<file path="src/rtl/mul_rs_pkg.sv">
// Shared configuration and types for the multiply reservation station.
// Optional feature: MUL_RS_AGE_EN selects oldest-ready issue (age matrix)
// instead of lowest-index issue.
package mul_rs_pkg;

  // ooo_config: machine sizing
  localparam int ENTRIES     = 4;
  localparam int PREG_BITS   = 6;
  localparam int ROB_BITS    = 5;
  localparam int NUM_BRU     = 4;
  localparam int CDB_PORTS   = 3;
  localparam int BR_IDX_BITS = $clog2(NUM_BRU);

  // rv32i_types: micro-op payload types
  typedef logic [PREG_BITS-1:0] preg_t;
  typedef logic [NUM_BRU-1:0]   br_mask_t;

  typedef enum logic [2:0] {
    MUL_F3_MUL    = 3'b000,
    MUL_F3_MULH   = 3'b001,
    MUL_F3_MULHSU = 3'b010,
    MUL_F3_MULHU  = 3'b011
  } mul_f3_t;

  typedef struct packed {
    logic                valid;
    preg_t               ps1;
    logic                ps1_rdy;
    preg_t               ps2;
    logic                ps2_rdy;
    preg_t               pd;
    logic [4:0]          rd;
    logic [ROB_BITS-1:0] rob_idx;
    mul_f3_t             mulop;
    br_mask_t            br_mask;
  } mul_rs_entry_t;

  // True when any valid CDB port broadcasts the given tag.
  function automatic logic cdb_hit(
    input preg_t                           tag,
    input logic [CDB_PORTS-1:0]            vld,
    input logic [CDB_PORTS*PREG_BITS-1:0]  pd
  );
    logic hit;
    hit = 1'b0;
    for (int p = 0; p < CDB_PORTS; p++)
      if (vld[p] && (pd[p*PREG_BITS +: PREG_BITS] == tag)) hit = 1'b1;
    return hit;
  endfunction

endpackage

</file>
<file path="src/rtl/mul_rs_select.sv">
// Issue picker: ready vector (plus age matrix when MUL_RS_AGE_EN) to a
// one-hot grant. Default build grants the lowest ready index.
module mul_rs_select
  import mul_rs_pkg::*;
(
  input  logic [ENTRIES-1:0]              req,
`ifdef MUL_RS_AGE_EN
  // age[i][j] = 1 means entry j is older than entry i
  input  logic [ENTRIES-1:0][ENTRIES-1:0] age,
`endif
  output logic [ENTRIES-1:0]              gnt,
  output logic                            gnt_valid
);

`ifdef MUL_RS_AGE_EN
  // Grant the requester that has no older requester.
  always_comb begin
    gnt = '0;
    for (int i = 0; i < ENTRIES; i++)
      gnt[i] = req[i] & ~(|(req & age[i]));
  end
`else
  // Grant the lowest-index requester.
  always_comb begin
    logic found;
    gnt   = '0;
    found = 1'b0;
    for (int i = 0; i < ENTRIES; i++)
      if (req[i] && !found) begin
        gnt[i] = 1'b1;
        found  = 1'b1;
      end
  end
`endif

  assign gnt_valid = |req;

endmodule

</file>
<file path="src/rtl/mul_rs.sv">
// Multiply reservation station: holds dispatched MUL-family uops, wakes
// sources from the CDB, issues one ready uop per cycle, squashes on
// branch mispredict. Optional MUL_RS_AGE_EN: oldest-ready issue.
module mul_rs
  import mul_rs_pkg::*;
(
  input  logic                           clk,
  input  logic                           rst,
  input  logic                           flush_all,
  input  logic                           disp_valid,
  output logic                           disp_ready,
  input  logic [PREG_BITS-1:0]           disp_ps1,
  input  logic [PREG_BITS-1:0]           disp_ps2,
  input  logic                           disp_ps1_rdy,
  input  logic                           disp_ps2_rdy,
  input  logic [PREG_BITS-1:0]           disp_pd,
  input  logic [4:0]                     disp_rd,
  input  logic [ROB_BITS-1:0]            disp_rob_idx,
  input  logic [2:0]                     disp_mulop,
  input  logic [NUM_BRU-1:0]             disp_br_mask,
  input  logic [CDB_PORTS-1:0]           cdb_valid,
  input  logic [CDB_PORTS*PREG_BITS-1:0] cdb_pd,
  input  logic                           br_valid,
  input  logic                           br_mispred,
  input  logic [BR_IDX_BITS-1:0]         br_idx,
  output logic                           iss_valid,
  output logic [PREG_BITS-1:0]           iss_ps1,
  output logic [PREG_BITS-1:0]           iss_ps2,
  output logic [PREG_BITS-1:0]           iss_pd,
  output logic [4:0]                     iss_rd,
  output logic [ROB_BITS-1:0]            iss_rob_idx,
  output logic [2:0]                     iss_mulop,
  output logic [NUM_BRU-1:0]             iss_br_mask
);

  mul_rs_entry_t [ENTRIES-1:0] ent;
  mul_rs_entry_t               new_ent;

  logic [ENTRIES-1:0] vld, kill, req, gnt, free_oh;
  logic               any_free, gnt_valid, disp_kill, disp_we;
  br_mask_t           br_clr;

  // Bit of the resolving branch; cleared from surviving masks either way.
  always_comb begin
    br_clr = '0;
    if (br_valid) br_clr[br_idx] = 1'b1;
  end

  // Per-entry status from cycle-start state.
  always_comb begin
    vld  = '0;
    kill = '0;
    req  = '0;
    for (int i = 0; i < ENTRIES; i++) begin
      vld[i]  = ent[i].valid;
      kill[i] = br_valid & br_mispred & ent[i].br_mask[br_idx];
      req[i]  = ent[i].valid & ent[i].ps1_rdy & ent[i].ps2_rdy & ~kill[i];
    end
  end

  // Lowest free slot; a slot issuing this cycle still counts as occupied.
  always_comb begin
    free_oh  = '0;
    any_free = 1'b0;
    for (int i = 0; i < ENTRIES; i++)
      if (!vld[i] && !any_free) begin
        free_oh[i] = 1'b1;
        any_free   = 1'b1;
      end
  end

  assign disp_ready = rst | any_free;
  assign disp_kill  = br_valid & br_mispred & disp_br_mask[br_idx];
  assign disp_we    = disp_valid & any_free & ~disp_kill & ~flush_all;

  // Incoming entry, with same-cycle CDB and zero-register readiness folded in.
  always_comb begin
    new_ent         = '0;
    new_ent.valid   = 1'b1;
    new_ent.ps1     = disp_ps1;
    new_ent.ps1_rdy = disp_ps1_rdy | (disp_ps1 == '0) | cdb_hit(disp_ps1, cdb_valid, cdb_pd);
    new_ent.ps2     = disp_ps2;
    new_ent.ps2_rdy = disp_ps2_rdy | (disp_ps2 == '0) | cdb_hit(disp_ps2, cdb_valid, cdb_pd);
    new_ent.pd      = disp_pd;
    new_ent.rd      = disp_rd;
    new_ent.rob_idx = disp_rob_idx;
    new_ent.mulop   = mul_f3_t'(disp_mulop);
    new_ent.br_mask = disp_br_mask & ~br_clr;
  end

`ifdef MUL_RS_AGE_EN
  logic [ENTRIES-1:0][ENTRIES-1:0] age;

  // New row marks every resident entry as older; its column is cleared so
  // stale bits left by the slot's previous occupant never make it look old.
  always_ff @(posedge clk) begin
    if (rst) begin
      age <= '0;
    end else if (disp_we) begin
      for (int i = 0; i < ENTRIES; i++)
        if (free_oh[i]) age[i] <= vld;
        else            age[i] <= age[i] & ~free_oh;
    end
  end

  mul_rs_select u_sel (
    .req       (req),
    .age       (age),
    .gnt       (gnt),
    .gnt_valid (gnt_valid)
  );
`else
  mul_rs_select u_sel (
    .req       (req),
    .gnt       (gnt),
    .gnt_valid (gnt_valid)
  );
`endif

  // Issue payload mux (grant is one-hot).
  always_comb begin
    iss_ps1     = '0;
    iss_ps2     = '0;
    iss_pd      = '0;
    iss_rd      = '0;
    iss_rob_idx = '0;
    iss_mulop   = '0;
    iss_br_mask = '0;
    for (int i = 0; i < ENTRIES; i++)
      if (gnt[i]) begin
        iss_ps1     = ent[i].ps1;
        iss_ps2     = ent[i].ps2;
        iss_pd      = ent[i].pd;
        iss_rd      = ent[i].rd;
        iss_rob_idx = ent[i].rob_idx;
        iss_mulop   = ent[i].mulop;
        iss_br_mask = ent[i].br_mask & ~br_clr;
      end
  end

  assign iss_valid = gnt_valid & ~rst;

  // Entry state: write, free on issue/kill, wakeup, mask clear.
  always_ff @(posedge clk) begin
    if (rst || flush_all) begin
      for (int i = 0; i < ENTRIES; i++) ent[i].valid <= 1'b0;
    end else begin
      for (int i = 0; i < ENTRIES; i++) begin
        if (disp_we && free_oh[i]) begin
          ent[i] <= new_ent;
        end else begin
          if (gnt[i] || kill[i]) ent[i].valid <= 1'b0;
          if (cdb_hit(ent[i].ps1, cdb_valid, cdb_pd)) ent[i].ps1_rdy <= 1'b1;
          if (cdb_hit(ent[i].ps2, cdb_valid, cdb_pd)) ent[i].ps2_rdy <= 1'b1;
          ent[i].br_mask <= ent[i].br_mask & ~br_clr;
        end
      end
    end
  end

endmodule

</file>
<file path="config.mk">
export PLATFORM = sky130hd
export DESIGN_NAME = mul_rs
export DESIGN_NICKNAME = d
export VERILOG_FILES = /design/src/rtl/mul_rs_pkg.sv /design/src/rtl/mul_rs_select.sv /design/src/rtl/mul_rs.sv
export SDC_FILE = /design/constraint.sdc
export NUM_CORES = 1
export LEC_CHECK = 0
export CAP_MARGIN = 40
export CORE_MARGIN = 4
export CORE_UTILIZATION = 30
export DETAILED_ROUTE_END_ITERATION = 8
export PLACE_DENSITY = 0.54
export REMOVE_ABC_BUFFERS = 1
export SETUP_SLACK_MARGIN = 0.1
export SYNTH_ARGS = -nofsm -noshare
export SYNTH_HDL_FRONTEND = slang
export SYNTH_SLANG_ARGS = --single-unit
</file>
<file path="constraint.sdc">
create_clock -name clk -period 17.75 [get_ports clk]
set_clock_uncertainty 0.15 [all_clocks]
set_input_delay 3.55 -clock clk [delete_from_list [all_inputs] [get_ports clk]]
set_output_delay 3.55 -clock clk [all_outputs]
set_load 0.05 [all_outputs]
</file>
== Yosys cells after proc, flatten, opt, wreduce, memory -nomap -nowiden ==
Cells that the tools add are included.
Storage, ports and cells
  register bits after elaboration: 152
  input bits: 66
  logic and storage cells: 322
Cells by class
  order comparisons: 2
  equal/unequal tests: 30
  muxes and demuxes: 128
  bitwise operators: 41
  reductions and logical operators: 81
Operators by type and width (count)
  $eq A6 B6 Y1: 30
  $mux W1: 89
  $mux W6: 12
  $logic_and A1 B1 Y1: 41
  $mux W5: 8
  $mux W4: 9
  $reduce_and A2 Y1: 12
  $reduce_bool A2 Y1: 12
  $and A1 B1 Y1: 22
  $and A4 B4 Y4: 5
  $logic_not A6 Y1: 2
  $mux W3: 4
  $bmux W1 S2: 5
  $logic_not A1 Y1: 8
  $not A1 Y1: 8
  $logic_or A1 B1 Y1: 5
  $or A1 B1 Y1: 5
  $not A4 Y4: 1
  $reduce_or A4 Y1: 1
  $lt A2 B3 Y1 const B: 1
  $demux W1 S2: 1
  $ge A2 B1 Y1 const B: 1

== Depth between registers and ports, before layout ==
  word-level depth: 18
  gate-level depth with buffers: 8
  depth with buffers taken out: 5

== Hierarchy ==
From an unflattened synthesis, not the netlist that was laid out.
Second synthesis, totals
  cells, all modules: 717
  area total of the unflattened synthesis: 8544.4 um^2
By module, submodules not included
  mul_rs: instances 1, cells each 712, area each 8506.9 um^2, sequential area each 4524.3 um^2
  mul_rs_select: instances 1, cells each 5, area each 37.5 um^2, sequential area each 0.0 um^2

== Worst setup path before layout ==
Ideal clock, no wire load.
  path type: input port to output port
  from: input port br_valid
  to: output port iss_br_mask[1]
  arrival: 5.809 ns
  data required time: 14.050 ns
  setup slack: 8.241 ns
  stages: 8
  path buffers: 3
  cells stage by stage: clkbuf_1 nand3_1 o221a_2 and2_1 buf_2 buf_2 o21a_1 a31oi_1
On the way
  word-level cells in the longest chain between the ends: 15
Ends and longest elaborated chain
  from (decl): RTL line mul_rs.sv:23  | input logic br_valid,
  $and A1 B1 Y1 (2 in a row): RTL line mul_rs.sv:56  | kill[i] = br_valid & br_mispred & ent[i].br_mask[br_idx];
  $not A1 Y1: RTL line mul_rs.sv:57  | req[i] = ent[i].valid & ent[i].ps1_rdy & ent[i].ps2_rdy & ~kill[i];
  $and A1 B1 Y1: RTL line mul_rs.sv:57
  $mux W1: RTL line mul_rs_select.sv:29  | if (req[i] && !found) begin
  $logic_not A1 Y1: RTL line mul_rs_select.sv:29
  $logic_and A1 B1 Y1: RTL line mul_rs_select.sv:29
  $mux W1: RTL line mul_rs_select.sv:29
  $logic_not A1 Y1: RTL line mul_rs_select.sv:29
  $logic_and A1 B1 Y1: RTL line mul_rs_select.sv:29
  $mux W1: RTL line mul_rs_select.sv:29
  $logic_not A1 Y1: RTL line mul_rs_select.sv:29
  $logic_and A1 B1 Y1: RTL line mul_rs_select.sv:29
  $mux W1: RTL line mul_rs_select.sv:29
  $mux W4 *: RTL line mul_rs.sv:130  | if (gnt[i]) begin
  to (decl): RTL line mul_rs.sv:33  | output logic [NUM_BRU-1:0] iss_br_mask
Every way passes the cells marked *; elsewhere a longest branch is shown, timed or not.

== Worst setup path after layout ==
  from: input port br_idx[1]
  to: output port iss_ps2[0]
On the way
  word-level cells in the longest chain between the ends: 16
Ends and longest elaborated chain
  from (decl): RTL line mul_rs.sv:25  | input logic [BR_IDX_BITS-1:0] br_idx,
  $bmux W1 S2: RTL line mul_rs.sv:56
  $mux W1 (implied by the code): RTL line mul_rs.sv:56
  $and A1 B1 Y1: RTL line mul_rs.sv:56
  $not A1 Y1: RTL line mul_rs.sv:57
  $and A1 B1 Y1: RTL line mul_rs.sv:57
  $mux W1: RTL line mul_rs_select.sv:29
  $logic_not A1 Y1: RTL line mul_rs_select.sv:29
  $logic_and A1 B1 Y1: RTL line mul_rs_select.sv:29
  $mux W1: RTL line mul_rs_select.sv:29
  $logic_not A1 Y1: RTL line mul_rs_select.sv:29
  $logic_and A1 B1 Y1: RTL line mul_rs_select.sv:29
  $mux W1: RTL line mul_rs_select.sv:29
  $logic_not A1 Y1: RTL line mul_rs_select.sv:29
  $logic_and A1 B1 Y1: RTL line mul_rs_select.sv:29
  $mux W1: RTL line mul_rs_select.sv:29
  $mux W6 *: RTL line mul_rs.sv:130
  to (decl): RTL line mul_rs.sv:28  | output logic [PREG_BITS-1:0] iss_ps2,
Every way passes the cells marked *; elsewhere a longest branch is shown, timed or not. The select of a mux whose other input is x is not followed.

==> qor.txt <==
status = finished, final reports clean
Highest Signal Layer = met4
CP arrival = 7.47 ns
Worst Setup Path Type = in -> out
Top-Level Pins = 103
layout cells sized above 1 = 0.07744
Final Max Slew Viols = 0
commonest non-fill, non-tap cells in the layout = edfxtp_1 (148), clkdlybuf4s50_1 (102), xnor2_1 (96)
main flop type after synthesis = edfxtp_1
Sw Pwr = 205.8 uW
met1 wire length = 10.95 mm
Initial Util = 0.3053
switching share of power = 0.2383
H-tree Lvls = 4
number of synthesized flops with an enable pin = 148
Non-Filler Cell Area, Final = 10250 um2
NumNets Final = 802
placed cells = 1058
Slowest cell on crit path = clkdlybuf4s50_1
Chip Width = 173.8 um
sequential-to-total area share from yosys stat = 0.5483
clk buf depth = 2
worst path bufs/invs = 3
total grt overflow = 0
metal2 WL = 11.70 mm
Final Hold Vio Count = 0
type of origin of the critical path = input port
Seq cells post-synth = 152
first-pass GRT wire length = 36.94 mm
core box area = 27030 um2
die height = 173.8 um
post-synthesis instance total = 650
number of flip-flops in the largest register = 152
DP HPWL = 16.12 mm
hold_buf cts = 0
slew of the pin with the lowest slew margin = 0.9970 ns
die area = 30220 um2
clock sinks = 152
Post CTS Setup Buffer Count = 0
met3 WL post-DR = 1.074 mm
Ant. Diodes = 0
Area Overhead vs Synth = 24.18%
# resized after CTS = 0
Slew Limit Headroom = 0.3353
most frequent CP cell = clkdlybuf4s50_1
leading cell type in the layout, fill and taps excluded = edfxtp_1
CTS tree = built
pin count of the biggest net entering global routing = 33
flop2flop setup slack = 15.03 ns
Worst setup EP type = output port
vias in the first global route = 5895
CP Data Required Time = 14.05 ns
CTS buffer count = 17
pre-CTS setup slack = 6.651 ns
antenna-violating nets left = 0
worst min path class = reg -> reg
Crit Path Max Fanout = 31
TritonRoute pass-1 iters = 4
power share of the combinational group = 0.083
setup ws final = 6.576 ns
setup TNS = 0 ns
Internal = 657.6 uW
Syn Area/Cell = 12.69 um2
WL final = 23.99 mm
fmax = 89.50 MHz
Avg Vias per Cell = 5.232
biggest registers after layout = ent: 152 flops
placed instance area = 9618 um2
initial antenna violation count = 0
Power Density = 84.26 nW/um2
Clock Power Share = 0.453
Worst-Skew Late Latency = 0.42 ns
RePlAce Congestion = 0.8625
wire per inst = 22.00 um
fin cells = 1090
Rows = 60
leakage power = 0.003219 uW
VDD IR max = 0.05715 mV
GRT Total Usage = 0.1582
Distinct cells, synth = 44
number of port buffers = 102
DRC errors left = 0
min Tclk post-route = 11.17 ns
fin crit share = 0.6295
Finish-stage setup viols = 0
max incr delay on CP = 0.86 ns
Biggest register = ent
initial DRC count = 380
Core Util, Final = 0.3792
number of synthesis warnings = 0
Reg clk slew, reported paths = 0.07 ns
number of maximum-capacitance violations = 0
Critical Path, Cell by Cell = clkdlybuf4s50_1 -> mux2i_1 -> o221a_2 -> a22oi_1 -> and2_1 -> buf_4 -> a221o_1 -> clkdlybuf4s50_1
Seq pwr share = 0.464
CP delay by family, top = buffers and inverters
synthesized area = 8252 um2
ys async rst share = 0
vias = 5703
RSZ-0062 raised after global routing = no
clk root buf = clkbuf_16
==> through the flow <==
stage               power (uW)  hold WS [ns]
global placement         479.3        0.4604
detailed placement       479.7        0.4547
global route             895.1        0.5116
finish                   863.4        0.4620
CTS                      872.7        0.4650
floorplan                438.8        0.4022
==> cells by family after synthesis <==
logic type	count (synthesis)	synth area share
simple gates	157	0.1066
buf+inv	47	0.02547
mux	24	0.03215
xor+xnor	180	0.1911
compound gates	90	0.09644
flops	152	0.5483
==> final timing paths <==
kind              cells past startpoint       from          to
setup / recovery                      8  br_idx[1]  iss_ps2[0]
hold / removal                        3    ent[30]     ent[37]
setup reg to reg                      6    ent[37]     ent[69]
hold reg to reg                       3    ent[30]     ent[37]
==> power by group through the flow <==
stage	sequential, uW	clock (uW)	combinational, uW
finish	400	391	71.7
global route	400	417	77.6
CTS	400	400	71.9
detailed placement	408	0	71.5
global placement	408	0	71.1
floorplan	407	0	31.6
==> worst min-delay path: cells and delay by family (launching register included) <==
family           cells  cell delay [ns]
AO/OA/AOI/OAI        1             0.12
flip-flops           1             0.35
AND/OR/NAND/NOR      2             0.10
==> synth_stat cells, types with 2 or more instances <==
| library cell | n | area share |
|---|---|---|
| and2_1 | 5 | 0.0038 |
| a31oi_1 | 5 | 0.0038 |
| mux2i_1 | 22 | 0.027 |
| edfxtp_1 | 148 | 0.54 |
| inv_1 | 2 | 0.00091 |
| o21a_1 | 6 | 0.0055 |
| a22o_1 | 31 | 0.033 |
| nand3_1 | 22 | 0.013 |
| a221o_1 | 31 | 0.038 |
| clkbuf_1 | 29 | 0.013 |
| mux4_2 | 2 | 0.0055 |
| a21oi_1 | 5 | 0.0030 |
| buf_2 | 12 | 0.0073 |
| nor4_1 | 37 | 0.028 |
| o41ai_1 | 2 | 0.0021 |
| nand4_1 | 30 | 0.023 |
| dfxtp_1 | 4 | 0.0097 |
| nand2b_1 | 2 | 0.0015 |
| nor2_1 | 30 | 0.014 |
| nor3_1 | 5 | 0.0030 |
| nand2_1 | 14 | 0.0064 |
| or2_2 | 2 | 0.0015 |
| buf_6 | 2 | 0.0027 |
| o221a_2 | 2 | 0.0027 |
| xnor2_1 | 96 | 0.10 |
| o221ai_1 | 2 | 0.0021 |
| nor3_4 | 2 | 0.0039 |
| xor2_1 | 84 | 0.089 |
==> area by class of cell <==
type / count / area (um2)
fillers: 2602 / 16780
inverters: 2 / 7.507
repair buffers: 112 / 1116
well taps: 341 / 426.7
clock inverters: 15 / 203.9
clock buffers: 17 / 425.4
flip-flops and latches: 152 / 4524
multi-input cells: 451 / 3543
==> layer usage <==
layer / GRT usage / vias up
li1: - / 2654
met1: 0.2082 / 2872
met2: 0.2686 / 156
met3: 0.03250 / 21
met4: 0.03794 / 0
met5: 0 / -
(Power assumes the default switching activity.)
